## config.mk

```make
export PLATFORM = sky130hd
export DESIGN_NAME = multicycle_ctrl_fsm_flat
export DESIGN_NICKNAME = d
export VERILOG_FILES = /design/src/rtl/multicycle_ctrl_fsm_if.sv /design/src/rtl/multicycle_ctrl_fsm.sv /design/src/flat_wrapper.sv
export SDC_FILE = /design/constraint.sdc
export NUM_CORES = 1
export LEC_CHECK = 0
export CAP_MARGIN = 20
export CORE_ASPECT_RATIO = 1.4
export CORE_MARGIN = 2
export CORE_UTILIZATION = 47
export DETAILED_ROUTE_END_ITERATION = 8
export GPL_ROUTABILITY_DRIVEN = 0
export PLACE_DENSITY = 0.95
export SYNTH_ARGS = -nofsm -noshare
export SYNTH_HDL_FRONTEND = slang
export SYNTH_SLANG_ARGS = --single-unit
```

## constraint.sdc

```tcl
create_clock -name clk -period 6.77 [get_ports clk]
set_input_delay 1.6925 -clock clk [delete_from_list [all_inputs] [get_ports clk]]
set_output_delay 1.6925 -clock clk [all_outputs]
set_load 0.01 [all_outputs]
```

## src/rtl/multicycle_ctrl_fsm_if.sv

```systemverilog
// rtl/multicycle_ctrl_fsm_if.sv - sequencer control/handshake bundle between the FSM and the datapath/memories
interface multicycle_ctrl_fsm_if #(
   parameter int CNT_W = 32
);
   logic             run;
   logic [31:0]      inst;
   logic             imem_ack;
   logic             dmem_ack;
   logic             alu_zero;
   logic             imem_req;
   logic             ir_write;
   logic             pc_write;
   logic [1:0]       pc_src;
   logic [1:0]       alu_src_a;
   logic [1:0]       alu_src_b;
   logic [2:0]       alu_ctrl;
   logic             dmem_req;
   logic             dmem_we;
   logic             reg_write;
   logic             wb_sel;
   logic             trap;
   logic [2:0]       state;
   logic [CNT_W-1:0] instret;

   modport master (
      input  run, inst, imem_ack, dmem_ack, alu_zero,
      output imem_req, ir_write, pc_write, pc_src, alu_src_a, alu_src_b, alu_ctrl,
             dmem_req, dmem_we, reg_write, wb_sel, trap, state, instret
   );

   modport slave (
      output run, inst, imem_ack, dmem_ack, alu_zero,
      input  imem_req, ir_write, pc_write, pc_src, alu_src_a, alu_src_b, alu_ctrl,
             dmem_req, dmem_we, reg_write, wb_sel, trap, state, instret
   );
endinterface

```

## src/rtl/multicycle_ctrl_fsm.sv

```systemverilog
// rtl/multicycle_ctrl_fsm.sv - multi-cycle FETCH/DECODE/EXEC/MEM/WB sequencer with retired-instruction counter
module multicycle_ctrl_fsm #(
   parameter int CNT_W = 32
) (
   input  logic                clk,
   input  logic                rst,
   multicycle_ctrl_fsm_if.master bus
);
   typedef enum logic [2:0] {
      FETCH  = 3'd0,
      DECODE = 3'd1,
      EXEC   = 3'd2,
      MEM    = 3'd3,
      WB     = 3'd4,
      TRAP   = 3'd5
   } state_t;

   localparam logic [6:0] OP_LUI    = 7'h37;
   localparam logic [6:0] OP_AUIPC  = 7'h17;
   localparam logic [6:0] OP_JAL    = 7'h6F;
   localparam logic [6:0] OP_JALR   = 7'h67;
   localparam logic [6:0] OP_BRANCH = 7'h63;
   localparam logic [6:0] OP_LOAD   = 7'h03;
   localparam logic [6:0] OP_STORE  = 7'h23;
   localparam logic [6:0] OP_IMM    = 7'h13;
   localparam logic [6:0] OP_OP     = 7'h33;

   localparam logic [2:0] ALU_AND = 3'b000;
   localparam logic [2:0] ALU_OR  = 3'b001;
   localparam logic [2:0] ALU_ADD = 3'b010;
   localparam logic [2:0] ALU_SUB = 3'b110;
   localparam logic [2:0] ALU_SLT = 3'b111;

   state_t           state_q, state_d;
   logic [CNT_W-1:0] instret_q;
   logic             retire;
   logic             legal_op;
   logic             taken;
   logic [6:0]       opcode;
   logic [2:0]       funct3;
   logic             unused_inst_bits;

   assign opcode           = bus.inst[6:0];
   assign funct3           = bus.inst[14:12];
   assign unused_inst_bits = ^{bus.inst[31], bus.inst[29:15], bus.inst[11:7]};

   always_comb begin
      legal_op = 1'b0;
      case (opcode)
         OP_LUI, OP_AUIPC, OP_JAL, OP_JALR, OP_BRANCH,
         OP_LOAD, OP_STORE, OP_IMM, OP_OP: legal_op = 1'b1;
         default:                          legal_op = 1'b0;
      endcase
   end

   always_ff @(posedge clk) begin
      if (rst) begin
         state_q   <= FETCH;
         instret_q <= '0;
      end else begin
         state_q <= state_d;
         if (retire) instret_q <= instret_q + 1'b1;
      end
   end

   always_comb begin
      state_d       = state_q;
      retire        = 1'b0;
      taken         = 1'b0;
      bus.imem_req  = 1'b0;
      bus.ir_write  = 1'b0;
      bus.pc_write  = 1'b0;
      bus.pc_src    = 2'd0;
      bus.alu_src_a = 2'd0;
      bus.alu_src_b = 2'd0;
      bus.alu_ctrl  = ALU_AND;
      bus.dmem_req  = 1'b0;
      bus.dmem_we   = 1'b0;
      bus.reg_write = 1'b0;
      bus.wb_sel    = 1'b0;
      bus.trap      = 1'b0;
      case (state_q)
         FETCH: begin
            // ack arriving while run is low is dropped, not remembered
            bus.imem_req = bus.run;
            if (bus.run && bus.imem_ack) begin
               bus.ir_write = 1'b1;
               bus.pc_write = 1'b1;
               state_d      = DECODE;
            end
         end
         DECODE: state_d = legal_op ? EXEC : TRAP;
         EXEC: begin
            case (opcode)
               OP_LUI: begin
                  bus.alu_src_a = 2'd2;
                  bus.alu_src_b = 2'd1;
                  bus.alu_ctrl  = ALU_ADD;
                  state_d       = WB;
               end
               OP_AUIPC: begin
                  bus.alu_src_a = 2'd1;
                  bus.alu_src_b = 2'd1;
                  bus.alu_ctrl  = ALU_ADD;
                  state_d       = WB;
               end
               OP_OP, OP_IMM: begin
                  bus.alu_src_b = (opcode == OP_OP) ? 2'd0 : 2'd1;
                  state_d       = WB;
                  case (funct3)
                     3'b000:  bus.alu_ctrl = (opcode == OP_OP && bus.inst[30]) ? ALU_SUB : ALU_ADD;
                     3'b010:  bus.alu_ctrl = ALU_SLT;
                     3'b110:  bus.alu_ctrl = ALU_OR;
                     3'b111:  bus.alu_ctrl = ALU_AND;
                     default: state_d      = TRAP;
                  endcase
               end
               OP_BRANCH: begin
                  bus.alu_ctrl = ALU_SUB;
                  case (funct3)
                     3'b000: begin taken = bus.alu_zero;  retire = 1'b1; state_d = FETCH; end
                     3'b001: begin taken = !bus.alu_zero; retire = 1'b1; state_d = FETCH; end
                     default: state_d = TRAP;
                  endcase
                  bus.pc_write = taken;
                  bus.pc_src   = taken ? 2'd1 : 2'd0;
               end
               OP_JAL: begin
                  // link value is computed here while the PC is redirected
                  bus.pc_write  = 1'b1;
                  bus.pc_src    = 2'd1;
                  bus.alu_src_a = 2'd1;
                  bus.alu_src_b = 2'd2;
                  bus.alu_ctrl  = ALU_ADD;
                  state_d       = WB;
               end
               OP_JALR: begin
                  bus.pc_write  = 1'b1;
                  bus.pc_src    = 2'd2;
                  bus.alu_src_b = 2'd1;
                  bus.alu_ctrl  = ALU_ADD;
                  state_d       = WB;
               end
               OP_LOAD, OP_STORE: begin
                  bus.alu_src_b = 2'd1;
                  bus.alu_ctrl  = ALU_ADD;
                  state_d       = MEM;
               end
               default: state_d = TRAP;
            endcase
         end
         MEM: begin
            bus.dmem_req = 1'b1;
            bus.dmem_we  = (opcode == OP_STORE);
            if (bus.dmem_ack) begin
               if (opcode == OP_STORE) begin
                  retire  = 1'b1;
                  state_d = FETCH;
               end else begin
                  state_d = WB;
               end
            end
         end
         WB: begin
            bus.reg_write = 1'b1;
            bus.wb_sel    = (opcode == OP_LOAD);
            retire        = 1'b1;
            state_d       = FETCH;
         end
         TRAP:    bus.trap = 1'b1;
         default: state_d  = FETCH;
      endcase
   end

   assign bus.state   = state_q;
   assign bus.instret = instret_q;
endmodule

```

## src/flat_wrapper.sv

```systemverilog
// flat-port wrapper written by rule: the top's interface ports become plain ports
module multicycle_ctrl_fsm_flat 
#(
   parameter int CNT_W = 32
)
  (clk, rst, bus_run, bus_inst, bus_imem_ack, bus_dmem_ack, bus_alu_zero, bus_imem_req, bus_ir_write, bus_pc_write, bus_pc_src, bus_alu_src_a, bus_alu_src_b, bus_alu_ctrl, bus_dmem_req, bus_dmem_we, bus_reg_write, bus_wb_sel, bus_trap, bus_state, bus_instret);
  multicycle_ctrl_fsm_if #(.CNT_W(CNT_W)) bus_i ();
  input  logic clk;
  input  logic rst;
  input wire logic [$bits(bus_i.run)-1:0] bus_run;
  input wire logic [$bits(bus_i.inst)-1:0] bus_inst;
  input wire logic [$bits(bus_i.imem_ack)-1:0] bus_imem_ack;
  input wire logic [$bits(bus_i.dmem_ack)-1:0] bus_dmem_ack;
  input wire logic [$bits(bus_i.alu_zero)-1:0] bus_alu_zero;
  output wire logic [$bits(bus_i.imem_req)-1:0] bus_imem_req;
  output wire logic [$bits(bus_i.ir_write)-1:0] bus_ir_write;
  output wire logic [$bits(bus_i.pc_write)-1:0] bus_pc_write;
  output wire logic [$bits(bus_i.pc_src)-1:0] bus_pc_src;
  output wire logic [$bits(bus_i.alu_src_a)-1:0] bus_alu_src_a;
  output wire logic [$bits(bus_i.alu_src_b)-1:0] bus_alu_src_b;
  output wire logic [$bits(bus_i.alu_ctrl)-1:0] bus_alu_ctrl;
  output wire logic [$bits(bus_i.dmem_req)-1:0] bus_dmem_req;
  output wire logic [$bits(bus_i.dmem_we)-1:0] bus_dmem_we;
  output wire logic [$bits(bus_i.reg_write)-1:0] bus_reg_write;
  output wire logic [$bits(bus_i.wb_sel)-1:0] bus_wb_sel;
  output wire logic [$bits(bus_i.trap)-1:0] bus_trap;
  output wire logic [$bits(bus_i.state)-1:0] bus_state;
  output wire logic [$bits(bus_i.instret)-1:0] bus_instret;
  assign bus_i.run = bus_run;
  assign bus_i.inst = bus_inst;
  assign bus_i.imem_ack = bus_imem_ack;
  assign bus_i.dmem_ack = bus_dmem_ack;
  assign bus_i.alu_zero = bus_alu_zero;
  assign bus_imem_req = bus_i.imem_req;
  assign bus_ir_write = bus_i.ir_write;
  assign bus_pc_write = bus_i.pc_write;
  assign bus_pc_src = bus_i.pc_src;
  assign bus_alu_src_a = bus_i.alu_src_a;
  assign bus_alu_src_b = bus_i.alu_src_b;
  assign bus_alu_ctrl = bus_i.alu_ctrl;
  assign bus_dmem_req = bus_i.dmem_req;
  assign bus_dmem_we = bus_i.dmem_we;
  assign bus_reg_write = bus_i.reg_write;
  assign bus_wb_sel = bus_i.wb_sel;
  assign bus_trap = bus_i.trap;
  assign bus_state = bus_i.state;
  assign bus_instret = bus_i.instret;
  multicycle_ctrl_fsm #(.CNT_W(CNT_W)) u_core (.clk(clk), .rst(rst), .bus(bus_i));
endmodule
```

## Yosys cells after proc, flatten, opt, wreduce, memory -nomap -nowiden

Index checks and enable logic that the tools add are counted.

- Bitwise logic cells: 1
- Reduce and logical (&&, ||, !) cells: 16
- Add/sub/neg operators: 1
- Multiplexer cells: 39
- Equal/unequal tests: 20

Operators by type and width:

| operator | number |
|---|---|
| adder 32 x 1 -> 32 bit, second input constant | 1 |
| equality test 7 x 6 -> 1 bit, second input constant | 3 |
| equality test 7 bit, second input constant | 3 |
| 2-to-1 mux 3 bit | 7 |
| 2-to-1 mux 1 bit | 18 |
| case mux 3 bit (3 select lines) | 2 |
| case mux 3 bit (5 select lines) | 1 |
| equality test 7 x 5 -> 1 bit, second input constant | 2 |
| equality test 3 bit, second input constant | 4 |
| case mux 2 bit (3 select lines) | 2 |
| case mux 3 bit (4 select lines) | 1 |
| OR reduction 2 bit | 5 |
| equality test 3 x 2 -> 1 bit, second input constant | 3 |
| OR reduction 9 bit | 1 |
| OR reduction 4 bit | 2 |
| equality test 7 x 2 -> 1 bit, second input constant | 1 |
| equality test 3 x 1 -> 1 bit, second input constant | 2 |
| logical NOT 3 bit | 2 |
| 2-to-1 mux 2 bit | 3 |
| case mux 1 bit (2 select lines) | 3 |
| OR reduction 6 bit | 1 |
| OR reduction 5 bit | 1 |
| case mux 2 bit (2 select lines) | 1 |
| case mux 1 bit (3 select lines) | 1 |
| 6 further kinds | 7 |

- Flip-flop bits (word level): 35
- Output and inout port bits: 52
- Input port bits: 38
- Logic and storage cells: 79

## Longest topological paths before layout

- Depth after elaboration: 7
- Gate-level depth with buffers: 8
- Gate-level depth less buffers: 6

## Worst setup path before layout

Ideal clock, no wire load.

- Path type: input port to output port
- Start point: input bus_inst[3]
- End point: output bus_alu_ctrl[0]
- Buffers on the path: 2
- Path slack: 2.456 ns
- Data required time: 5.077 ns
- Stages on the path: 5
- Arrival time: 2.622 ns
- Path through: buf_6 -> and4bb_1 -> buf_4 -> nand2_1 -> nor4_1

- Longest elaborated chain between the ends: 4
- Elaborated cells on any way between the ends: 13
- Those cells by class: eq/ne: 9; mux: 2; reduce/logical: 2

Ends and longest elaborated chain:

| item | RTL line | source |
|---|---|---|
| start, declared | flat_wrapper.sv:11 | `input wire logic [$bits(bus_i.inst)-1:0] bus_inst;` |
| equality test 7 x 6 -> 1 bit (tied with other cells) | multicycle_ctrl_fsm.sv:94 | `case (opcode)` |
| OR reduction 6 bit (no source line) / OR reduction 2 bit (equally long branches) | n/a |  |
| case mux 3 bit (3 select lines) * | multicycle_ctrl_fsm.sv:94 |  |
| 2-to-1 mux 3 bit * | multicycle_ctrl_fsm.sv:82 | `case (state_q)` |
| end, declared | flat_wrapper.sv:21 | `output wire logic [$bits(bus_i.alu_ctrl)-1:0] bus_alu_ctrl;` |

Every way passes the cells marked *; elsewhere a longest branch is shown, timed or not.

## Worst setup path after layout

Ends and elaborated chain as after synthesis.

==> results.tsv <==
metric	value	unit
layout net count	377	
total grt overflow	0	
Pwr per Cell Area	135	nW/um^2
core box area	4540	um^2
CP top delay family	buffers and inverters	
DIE AREA	5290	um^2
worst path cell trace	clkdlybuf4s50_1 > and4bb_1 > nand2_1 > nor4_1 > clkdlybuf4s50_1	
Final setup violation count	0	
Metal-1 WL	2340	um
Post-synth top cells	nor2_1 (40), dfxtp_1 (35), xnor2_1 (24)	
Tightest Hold Check Type	flip-flop to flip-flop	
Max Cap Viol	0	
initial core utilization	0.489	
cell taking the most area after synthesis	dfxtp_1	
Rows	29	
Seq/Total Area, Yosys	0.316	
I/O pins	90	
Max Used Layer	met4	
Final Critical Period	5.52	ns
first-pass GRT wire length	9230	um
I/O Buffers	68	
CTS resizes	0	
Fin Setup TNS	0	ns
crit-path max FO	10	
Clock power frac	0.366	
Least-Margin Pin Slew	0.812	ns
critical path's slowest cell	and4bb_1	
via/cell ratio	5.74	
ant diodes	0	
DP Area	2900	um^2
slowest stage delay, CP	0.62	ns
DIE WIDTH	62.0	um
P_sw	101	uW
Max H-tree Level	2	
Initial DRC Count	139	
max-slew violations	0	
Crit path top cell by count	clkdlybuf4s50_1	
switching share of total power	0.252	
unrepaired setup endpoints after global routing	no	
fill count	376	
share of cells above drive strength 1	0.0531	
CTS Buf Count	5	
# Post-CTS Setup Buffers	0	
maximum VDD drop	178	uV
clk sinks	35	
post-synthesis cell type count	55	
combinational share of power	0.111	
Async S/R FF share, synth	0	
Routed WL per cell	14.8	um
ANT nets after route	0	
cell-internal power	300	uW
setup skew after layout	0.00689	ns
via count	2301	
leakage power	0.000981	uW
largest net degree at the start of global routing	40	
die height	85.3	um
final WL	5940	um
wire length on met2	3100	um
FF/Latch Area	701	um^2
Worst EP arrival	3.83	ns
Clock Tree Root	clkbuf_8	
clock latency on the worst-skew pair	0.29	ns
YS warnings	0	
worst setup margin	1.25	ns
Crit Path Class	input pin to primary output	
met3 wire len	434	um
Total GRT Usage	0.227	
startpoint types	input pin	
hold buffer count at CTS	0	
WP data required	5.08	ns
Area contributors post-synth	dfxtp_1 (32%), xnor2_1 (9.5%), nor2_1 (6.8%)	
multi-input logic area	1380	um^2
final std cells w/o fill	401	
CTS clk-pin slew, worst paths	0.07	ns
drt first pass iters	4	
fmax	181	MHz
slew margin rel.	0.457	
Post-synth EDFFs	0	
ys flop type	dfxtp_1	
synthesized area	2220	um^2
synthesized flop and latch total	35	
Layout Cell Area excl Fill	2980	um^2
Max Root-Sink Buffers	2	
Inst Count DP	393	
crit end category	primary output	
vias in the first global route	2050	
TritonCTS clock tree	done	
Bufs and invs on worst path	2	
initial antenna violation count	0	
post-synth top area share	0.316	
# DRC	0	
post-placement setup slack	1.27	ns
syn_nets	316	
Synth Instances	277	
status	finished clean	
HPWL after DPL	4340	um
Hold Fails Final Rpt	0	
Reg power frac	0.523	
Post-Syn Area per Cell	8.00	um^2
final worst-path cycle share	0.815	
count leader, synth	nor2_1	
area delta synth->final	34.4	%
-- placed cells by master, fill, tap and decap left out, types with 5 or more instances in the layout --
cell             count
nor2_1              40
a211oi_1             5
dfxtp_1             35
nand3_1             16
clkbuf_8             5
and3_1               8
nor3_1               6
inv_1               13
a21oi_1             20
clkdlybuf4s50_1     68
nand2_1             19
nand4_1              7
xnor2_1             24
-- registers in the layout (all words and copies together), names as in the netlist --
signal	flops
u_core.bus.instret	32
u_core.bus.state	3
-- worst min-delay path: stages (launching register included) --
cell and delay, ns:
dfxtp_1 0.32, o21ai_1 0.07, a21oi_1 0.06
-- cell type report --
class | count | share of cell area
tap | 62 | 0.0260
timing repair buffer | 69 | 0.231
multi-input combinational | 214 | 0.464
clock inverter | 1 | 0.00168
sequential | 35 | 0.235
inverter | 13 | 0.0164
clock buffer | 7 | 0.0256
-- path summary, 6_finish.rpt --
check / from / endpoint / slack, ns / cells past startpoint
setup reg to reg: u_core.bus.state[1] / u_core.bus.instret[26] / 4.14 / 5
setup / recovery: bus_inst[3] / bus_alu_ctrl[0] / 1.25 / 5
hold reg to reg: u_core.bus.instret[31] / u_core.bus.instret[31] / 0.50 / 2
hold / removal: u_core.bus.instret[31] / u_core.bus.instret[31] / 0.50 / 2
-- power by group through the flow --
stage               logic, uW  registers [uW]  clock network [uW]
finish                   44.6             210                 147
global route             48.0             210                 159
CTS                      44.3             210                 150
detailed placement       43.9             214                   0
global placement         42.9             214                   0
floorplan                24.2             213                   0
-- through the flow --
step	util	hold WS, ns	total power, uW
5_1_grt	0.657	0.532	417
4_1_cts	0.657	0.504	404
2_1_floorplan	-	0.507	237
6_report	0.657	0.498	401
3_3_place_gp	0.639	0.483	257
3_5_place_dp	0.639	0.495	258
-- routing by layer --
layer  track usage  vias up
met5             0        -
met4        0.0696        0
met3        0.0686        8
met2         0.396       81
met1         0.252     1097
li1              -     1115
-- logic make-up (layout without fill, tap and decap cells) --
group | Yosys count | in the layout | share of synthesized area
and+or+nand+nor | 126 | 126 | 0.297
adders and majority gates | 1 | 1 | 0.00564
muxes | 3 | 3 | 0.0141
DFF | 35 | 35 | 0.316
xor gates and xnor gates | 25 | 25 | 0.0988
AOI/OAI and AO/OA | 59 | 59 | 0.208
buffers and inverters | 28 | 90 | 0.0604
(Power assumes the default switching activity.)
